**config.mk**
```make
export PLATFORM = sky130hd
export DESIGN_NAME = arb_param
export DESIGN_NICKNAME = d
export VERILOG_FILES = /design/src/rtl/arb_pkg.sv /design/src/rtl/arb_rr_pick.sv /design/src/rtl/arb_param.sv
export SDC_FILE = /design/constraint.sdc
export NUM_CORES = 1
export LEC_CHECK = 0
export ABC_AREA = 1
export CAP_MARGIN = 20
export CORE_ASPECT_RATIO = 1.5
export CORE_MARGIN = 2
export CORE_UTILIZATION = 30
export DETAILED_ROUTE_END_ITERATION = 16
export GPL_ROUTABILITY_DRIVEN = 1
export GPL_TIMING_DRIVEN = 0
export HOLD_SLACK_MARGIN = 0.1
export SETUP_SLACK_MARGIN = 0.02
export SYNTH_ARGS = -nofsm -noshare
export SYNTH_HDL_FRONTEND = slang
export SYNTH_SLANG_ARGS = --single-unit
```
**constraint.sdc**
```tcl
create_clock -name clock -period 4.8 [get_ports clock]
set_clock_uncertainty 0.1 [all_clocks]
set_input_delay 0.96 -clock clock [delete_from_list [all_inputs] [get_ports clock]]
set_output_delay 0.96 -clock clock [all_outputs]
set_load 0.02 [all_outputs]
```
**src/rtl/arb_pkg.sv**
```systemverilog
// -----------------------------------------------------------------------------
// arb_pkg -- shared types and constants for the parameterised arbiter.
//   arb_state_e      : FSM state type (two legal states, one-hot encoded so that
//                      illegal encodings exist and can be recovered from).
//   MODE_FIXED/MODE_RR : values of the arbiter 'mode' input.
//   DEFAULT_*        : default parameter values for arb_param / arb_rr_pick.
// -----------------------------------------------------------------------------
package arb_pkg;

    typedef enum logic [1:0] {
        StIdle  = 2'b01,
        StGrant = 2'b10
    } arb_state_e;

    localparam logic MODE_FIXED = 1'b0;
    localparam logic MODE_RR    = 1'b1;

    localparam int unsigned DEFAULT_NUM_REQ  = 4;
    localparam int unsigned DEFAULT_MAX_HOLD = 0;

endpackage

```
**src/rtl/arb_rr_pick.sv**
```systemverilog
// -----------------------------------------------------------------------------
// arb_rr_pick -- purely combinational winner selection.
//   req   : request vector, bit i from agent i
//   elig  : eligibility mask, a cleared bit removes that agent from the search
//   start : round-robin search start index
//   mode  : MODE_FIXED = lowest eligible index wins, MODE_RR = first eligible
//           index found searching upward from 'start' with wrap to 0
//   win   : index of the winner (0 when valid is low)
//   valid : at least one eligible requester
// -----------------------------------------------------------------------------
module arb_rr_pick
    import arb_pkg::*;
#(
    parameter int unsigned NUM_REQ = DEFAULT_NUM_REQ
) (
    input  logic [NUM_REQ-1:0]         req,
    input  logic [NUM_REQ-1:0]         elig,
    input  logic [$clog2(NUM_REQ)-1:0] start,
    input  logic                       mode,
    output logic [$clog2(NUM_REQ)-1:0] win,
    output logic                       valid
);

    localparam int unsigned IdW = $clog2(NUM_REQ);

    logic [NUM_REQ-1:0] cand;
    // One spare bit so start + offset can exceed NUM_REQ-1 before the wrap.
    logic [IdW:0]       idx;

    always_comb begin
        cand  = req & elig;
        win   = '0;
        valid = 1'b0;
        idx   = '0;
        for (int i = 0; i < NUM_REQ; i++) begin
            if (mode == MODE_RR) begin
                idx = {1'b0, start} + (IdW + 1)'(i);
            end else begin
                idx = (IdW + 1)'(i);
            end
            if (idx >= (IdW + 1)'(NUM_REQ)) begin
                idx = idx - (IdW + 1)'(NUM_REQ);
            end
            if (!valid && cand[idx[IdW-1:0]]) begin
                valid = 1'b1;
                win   = idx[IdW-1:0];
            end
        end
    end

endmodule

```
**src/rtl/arb_param.sv**
```systemverilog
// -----------------------------------------------------------------------------
// arb_param -- parameterised fixed-priority / round-robin arbiter with optional
// hold-time limit and one-arbitration exclusion of a timed-out owner.
//   clock     : rising-edge clock
//   reset     : asynchronous active-high reset
//   mode      : MODE_FIXED or MODE_RR, sampled only when arbitrating in idle
//   req       : request vector, bit i from agent i
//   gnt       : registered one-hot (or zero) grant
//   gnt_id    : index of granted agent, 0 when nothing is granted
//   gnt_valid : high exactly when gnt is non-zero
// Ownership is never pre-empted; a release always leaves at least one idle
// cycle before the next owner is granted.
// -----------------------------------------------------------------------------
module arb_param
    import arb_pkg::*;
#(
    parameter int unsigned NUM_REQ  = DEFAULT_NUM_REQ,
    parameter int unsigned MAX_HOLD = DEFAULT_MAX_HOLD
) (
    input  logic                       clock,
    input  logic                       reset,
    input  logic                       mode,
    input  logic [NUM_REQ-1:0]         req,
    output logic [NUM_REQ-1:0]         gnt,
    output logic [$clog2(NUM_REQ)-1:0] gnt_id,
    output logic                       gnt_valid
);

    localparam int unsigned IdW   = $clog2(NUM_REQ);
    localparam int unsigned HoldW = (MAX_HOLD > 0) ? $clog2(MAX_HOLD + 1) : 1;
    localparam logic [HoldW-1:0] HoldLimit = HoldW'(MAX_HOLD);

    arb_state_e         state_q, state_d;
    logic [NUM_REQ-1:0] gnt_q, gnt_d;
    logic [IdW-1:0]     id_q, id_d;
    logic               valid_q, valid_d;
    logic [IdW-1:0]     rr_ptr_q, rr_ptr_d;
    logic [HoldW-1:0]   hold_q, hold_d;
    logic [NUM_REQ-1:0] excl_q, excl_d;
    // Blocks arbitration on the first edge after reset release, so the earliest
    // grant lands on the second edge.
    logic               armed_q;

    logic [IdW-1:0]     pick_win;
    logic               pick_valid;
    logic               timeout;

    arb_rr_pick #(
        .NUM_REQ (NUM_REQ)
    ) u_pick (
        .req   (req),
        .elig  (~excl_q),
        .start (rr_ptr_q),
        .mode  (mode),
        .win   (pick_win),
        .valid (pick_valid)
    );

    assign timeout = (MAX_HOLD != 0) && (hold_q == HoldLimit);

    always_comb begin
        state_d  = state_q;
        gnt_d    = gnt_q;
        id_d     = id_q;
        valid_d  = valid_q;
        rr_ptr_d = rr_ptr_q;
        hold_d   = hold_q;
        excl_d   = excl_q;

        case (state_q)
            StIdle: begin
                gnt_d   = '0;
                id_d    = '0;
                valid_d = 1'b0;
                if (armed_q) begin
                    // The exclusion applies to this one arbitration only.
                    excl_d = '0;
                    if (pick_valid) begin
                        state_d  = StGrant;
                        gnt_d    = NUM_REQ'(1) << pick_win;
                        id_d     = pick_win;
                        valid_d  = 1'b1;
                        rr_ptr_d = (pick_win == IdW'(NUM_REQ - 1)) ? '0 : pick_win + 1'b1;
                        // Counts the grant cycle that starts at this edge.
                        hold_d   = (MAX_HOLD != 0) ? HoldW'(1) : '0;
                    end
                end
            end

            StGrant: begin
                if (!req[id_q] || timeout) begin
                    state_d = StIdle;
                    gnt_d   = '0;
                    id_d    = '0;
                    valid_d = 1'b0;
                    // A request drop coinciding with timeout is a normal release.
                    excl_d  = req[id_q] ? gnt_q : '0;
                end else if (MAX_HOLD != 0) begin
                    // Below the limit here, so this never wraps.
                    hold_d = hold_q + 1'b1;
                end
            end

            default: begin
                state_d = StIdle;
                gnt_d   = '0;
                id_d    = '0;
                valid_d = 1'b0;
                hold_d  = '0;
                excl_d  = '0;
            end
        endcase
    end

    always_ff @(posedge clock or posedge reset) begin
        if (reset) begin
            state_q  <= StIdle;
            gnt_q    <= '0;
            id_q     <= '0;
            valid_q  <= 1'b0;
            rr_ptr_q <= '0;
            hold_q   <= '0;
            excl_q   <= '0;
            armed_q  <= 1'b0;
        end else begin
            state_q  <= state_d;
            gnt_q    <= gnt_d;
            id_q     <= id_d;
            valid_q  <= valid_d;
            rr_ptr_q <= rr_ptr_d;
            hold_q   <= hold_d;
            excl_q   <= excl_d;
            armed_q  <= 1'b1;
        end
    end

    assign gnt       = gnt_q;
    assign gnt_id    = id_q;
    assign gnt_valid = valid_q;

endmodule

```
After elaboration in Yosys (flattened, before gate mapping)

Cells that the tools add are included.

Register bits: 16
Bits of input ports: 7
Output and inout port bits: 7
Logic and storage cells: 88

Add/subtract/negate cells: 8
Magnitude comparators: 9
Equal/unequal tests: 6
Shifts and indexed selects: 1
Muxes and demuxes: 46
Bitwise gates (word level): 2
Reductions and logical operators: 9

Operators with widths:

| cell                  | count |
|---|---|
| $mux W2               | 16 |
| $mux W4               | 5 |
| $pmux W4 S2           | 2 |
| $lt A2 B3 Y1 const B  | 5 |
| $ge A3 B3 Y1 const B  | 4 |
| $mux W1               | 12 |
| $bmux W1 S2           | 5 |
| $mux W3               | 3 |
| $pmux W2 S2           | 2 |
| $sub A2 B1 Y2 const B | 4 |
| $add A2 B2 Y3 const B | 2 |
| $ne A2 B2 Y1 const B  | 3 |
| $reduce_and A3 Y1     | 2 |
| $and A4 B4 Y4         | 1 |
| $eq A2 B2 Y1 const B  | 2 |
| $not A4 Y4            | 1 |
| $shl A1 B2 Y4 const A | 1 |
| $add A2 B1 Y3 const B | 1 |
| $logic_and A1 B1 Y1   | 3 |
| $logic_not A1 Y1      | 3 |
| $add A2 B1 Y2 const B | 1 |
| $eq A2 B1 Y1 const B  | 1 |
| $pmux W1 S2           | 1 |
| $reduce_and A2 Y1     | 1 |

Depth between registers and ports, before layout

Word-level depth: 19
Gate-level depth with buffers: 16
Mapped depth without buffers: 16

Modules after synthesis

Synthesis repeated with hierarchy kept, for this count alone.

Cell total of the unflattened synthesis: 154
Area, all modules: 1126.1 µm²

By module, submodules not included:

| module      | times used | cells each | area each (µm²) | seq. area each (µm²) |
|---|---|---|---|---|
| arb_param   | 1          | 86         | 789.5           | 401.6 |
| arb_rr_pick | 1          | 68         | 336.6           | 0.0 |

Least setup slack after synthesis

OpenSTA, ideal clock, no wires.

Kind: input-to-reg
Start: input mode
End: register rr_ptr_q[1]
Setup time: 0.116 ns
Arrival: 2.142 ns
Data required time: 4.584 ns
Setup slack: 2.441 ns
Cell stages on the path: 13
Path buffers: 0
Path through: nand2_4 clkinv_4 nand2_1 nand3_2 nand2_4 nand4_1 nand2_1 nand2_1 nand2_2 inv_1 ha_1 nand2_1 nand2_1

Longest elaborated chain between the ends: 17
Elaborated cells between the ends (all ways): 42
Those cells by class: add/sub: 5; order compare: 4; eq/ne: 1; mux: 25; reduce/logical: 7

Ends and longest elaborated chain:

| what                                                 | RTL line                             | text |
|---|---|---|
| start: declaration                                   | arb_param.sv:22                      | `input logic mode,` |
| $mux W2                                              | arb_rr_pick.sv:36                    | `if (mode == MODE_RR) begin` |
| $ge A3 B3 Y1 / $sub A2 B1 Y2 (equally long branches) | arb_rr_pick.sv:41, arb_rr_pick.sv:42 |  |
| $mux W2                                              | arb_rr_pick.sv:41                    | `if (idx >= (IdW + 1)'(NUM_REQ)) begin` |
| $bmux W1 S2                                          | arb_rr_pick.sv:44                    | `if (!valid && cand[idx[IdW-1:0]]) begin` |
| $mux W1 (not written as such)                        | arb_rr_pick.sv:44                    |  |
| $mux W1                                              | arb_rr_pick.sv:44                    |  |
| $logic_not A1 Y1                                     | arb_rr_pick.sv:44                    |  |
| $logic_and A1 B1 Y1                                  | arb_rr_pick.sv:44                    |  |
| $mux W1                                              | arb_rr_pick.sv:44                    |  |
| $logic_not A1 Y1                                     | arb_rr_pick.sv:44                    |  |
| $logic_and A1 B1 Y1                                  | arb_rr_pick.sv:44                    |  |
| $mux W1                                              | arb_rr_pick.sv:44                    |  |
| $logic_not A1 Y1                                     | arb_rr_pick.sv:44                    |  |
| $logic_and A1 B1 Y1                                  | arb_rr_pick.sv:44                    |  |
| $mux W2                                              | arb_rr_pick.sv:44                    |  |
| $add A2 B1 Y2 / $eq A2 B2 Y1 (equally long branches) | arb_param.sv:83                      | `rr_ptr_d = (pick_win == IdW'(NUM_REQ - 1)) ? '0 : pick_win + 1'b1;` |
| $mux W2                                              | arb_param.sv:83                      |  |
| end signal: assignment                               | arb_param.sv:130                     | `rr_ptr_q <= rr_ptr_d;` |
| end: declaration                                     | arb_param.sv:37                      | `logic [IdW-1:0] rr_ptr_q, rr_ptr_d;` |

Parallel ways exist; a longest one is shown, timed or not. The select of a mux whose other input is x is not followed.
A chain may end at the register's enable or synchronous reset.

Worst setup path after layout

Ends and elaborated chain as after synthesis.

==> metrics.md <==
| Metric | Value |
|---|---|
| Root Buffer | `clkbuf_8` |
| Initial Util | `0.3143` |
| H-tree depth | `1` |
| Initial antenna violation count | `0` |
| Avg WL per Cell | `10.13 um` |
| Synth top area share | `0.3497` |
| Die X | `52.84 um` |
| TritonCTS clock tree | `done` |
| Worst path arrival time | `2920 ps` |
| R2R depth | `13` |
| Worst Tran Pin Value | `594.5 ps` |
| Status | `finished, final reports clean` |
| First-pass GRT wire length | `3801 um` |
| # nets final | `182` |
| Commonest cells post-synth | `56 x nand2_1, 18 x inv_1, 15 x dfrtp_1` |
| Mapped cell area | `0.001074 mm^2` |
| Worst setup EP type | `register` |
| TritonCTS Buffers | `3` |
| Power share of the combinational group | `0.535` |
| Row count | `26` |
| Chip height | `77.27 um` |
| Cells after Synth | `151` |
| Final hold violations | `0` |
| Buffers added on ports | `13` |
| Num ports | `14` |
| Synth area leader | `dfrtp_1` |
| Filler Cell Count | `352` |
| CTS max path bufs | `2` |
| Reg clk slew, reported paths | `60 ps` |
| Post-route cell area | `0.001311 mm^2` |
| Hold path startpoint | `gnt_valid` |
| DRT Pass-1 Iters | `4` |
| Largest net degree at the start of global routing | `17` |
| Total Wirelength | `2128 um` |
| Hold Path Sink | `gnt_valid` |
| Final setup violating endpoints | `0` |
| P_sw | `301.1 uW` |
| Setup Fix Bufs, Post-CTS | `0` |
| Post-CTS Hold Buffers | `0` |
| DR iter-0 viols | `1` |
| Crit path max-delay cell type | `clkdlybuf4s50_1` |
| Share of cells above drive strength 1 | `0.1548` |
| Ys Warns | `0` |
| Fin Hold WS | `389.7 ps` |
| CORE AREA | `0.003416 mm^2` |
| Vias | `928` |
| Crit path max fanout | `4` |
| Max Slew Vio Count | `0` |
| Reg power frac | `0.291` |
| Leakage | `0.0006864 uW` |
| PostCTS Resize Cnt | `0` |
| CP Class | `in -> reg` |
| Hold Path Cell Cnt | `2` |
| Die footprint | `0.004083 mm^2` |
| Worst Setup Start Kind | `input pin` |
| VDD IR max | `0.2612 mV` |
| Reg2Reg Capture Point | `rr_ptr_q[1]` |
| GRT Util Overall | `0.1232` |
| Max Clock Freq | `346.6 MHz` |
| Crit path time final | `2885 ps` |
| Crit path cell chain | `clkdlybuf4s50_1 -> nand2_1 -> clkinv_1 -> nand3_2 -> nand2_4 -> nand4_1 -> nand2_1 -> nand2_1 -> nand2_2 -> inv_1 -> ha_1 -> nand2_1 -> nand2_1` |
| Syn Nets | `164` |
| EDFF count, synth | `0` |
| Via density | `4.419` |
| Synth area leaders | `dfrtp_1 35%, nand2_1 20%, ha_1 7.0%, inv_1 6.3%, nor2_1 4.5%` |
| Sequential-to-total area share from yosys stat | `0.3741` |
| Most used cell, CP | `nand2_1` |
| Critical R2R Launch | `rr_ptr_q[0]` |
| FF-to-FF setup slack | `2740 ps` |
| RSZ-0062 raised after global routing | `no` |
| Critical Path RT | `4840 ps` |
| Cell internal pwr | `380.8 uW` |
| Worst-Skew Late Latency | `250 ps` |
| Remaining DRCs | `0` |
| Rel. slew slack | `0.6033` |
| Sum of negative setup slack | `0 ps` |
| Fraction of registers with async set/reset | `1.000` |
| Most frequent cell after synthesis | `nand2_1` |
| Max Cap Viol | `0` |
| CTS Sinks | `16` |
| Placer Congestion | `0.8213` |
| Vias in the first global route | `932` |
| Core Util, Final | `0.3839` |
| Overflow after GRT | `0` |
| Hold WC Path Type | `reg -> reg` |
| Fin crit share | `0.6010` |
| Synthesis-to-layout area growth | `22.14%` |
| HPWL Detailed | `1814 um` |
| Seq cells post-synth | `16` |
| Diodes inserted | `0` |
| Netlist cell types | `23` |
| Mean Syn Cell Area | `7.109 um^2` |
| Max stage delay on crit path | `560 ps` |
| Post-DP Area | `0.001256 mm^2` |
| Clock share of power | `0.173` |
| Post-synth top flop | `dfrtp_1` |
| PwrDens | `520.0 mW/mm^2` |
| Switch share | `0.4416` |
| ANT nets after route | `0` |
## stage by stage
stage | instances | worst slack, ps | total power [uW]
6_report | 210 | 1915 | 681.9
4_1_cts | 210 | 1904 | 692.1
5_1_grt | 210 | 1683 | 753.8
3_5_place_dp | 206 | 1652 | 571.3
3_3_place_gp | 206 | 1673 | 560.3
2_1_floorplan | 151 | 2441 | 470.1
## kinds of logic after synthesis
logic type | synth area share
other | 0.003493
AOI/OAI and AO/OA | 0.04662
and+or+nand+nor | 0.4138
buffers and inverters | 0.09207
DFF | 0.3741
adders and majority gates | 0.06993
## flip-flops by register name (all words and copies together), names as in the netlist
name,cells
rr_ptr_q,2
gnt_id,2
gnt_valid,1
gnt,4
state_q,2
excl_q,4
armed_q,1
## worst max-delay path: cells and delay by family
kind | cells | cell delay [ps]
adders and majority gates | 1 | 290
and+or+nand+nor | 9 | 920
buffers and inverters | 3 | 750
## placed cells by master, fill, tap and decap left out, drive strengths merged, types with 2 or more instances in the layout
cell,instances
clkbuf,4
nor2,18
clkinv,2
dfrtp,15
inv,20
nand2,65
ha,6
nand3,11
clkdlybuf4s50,13
a21oi,6
## power groups by stage
stage                     Combinational [uW]  Clock [uW]  Sequential, uW
after CTS                                371         121             199
after detailed placement                 370           0             202
after global placement                   361           0             200
after floorplan                          252           0             218
final                                    365         118             199
after global routing                     423         128             203
## cell type report
cell class                 count  area [um^2]  share of cell area
sequential                    16        401.6              0.3063
timing repair buffer          13        130.1             0.09924
buffer                         1        11.26            0.008588
inverter                      22        87.58             0.06679
multi-input combinational    112        573.1              0.4370
clock buffer                   4        55.05             0.04198
tap                           42        52.55             0.04008
## worst max-delay path by stage
stage | slack, ps | cells after the start | start | endpoint
global placement | 1670 | 13 | mode | rr_ptr_q[1]
detailed placement | 1650 | 13 | mode | rr_ptr_q[1]
finish | 1920 | 13 | mode | rr_ptr_q[1]
CTS | 1900 | 13 | mode | rr_ptr_q[1]
floorplan | 2440 | 13 | mode | rr_ptr_q[1]
global route | 1680 | 13 | mode | rr_ptr_q[1]
## layer usage
| metal | up-vias | GRT usage | wire length, um |
|---|---|---|---|
| met4 | 0 | 0.07692 | 65 |
| li1 | 490 | - | - |
| met5 | - | 0 | 0 |
| met1 | 425 | 0.1318 | 859 |
| met3 | 6 | 0.01167 | 14 |
| met2 | 7 | 0.2188 | 1188 |
Note: power is estimated with default switching activity, not from simulation.
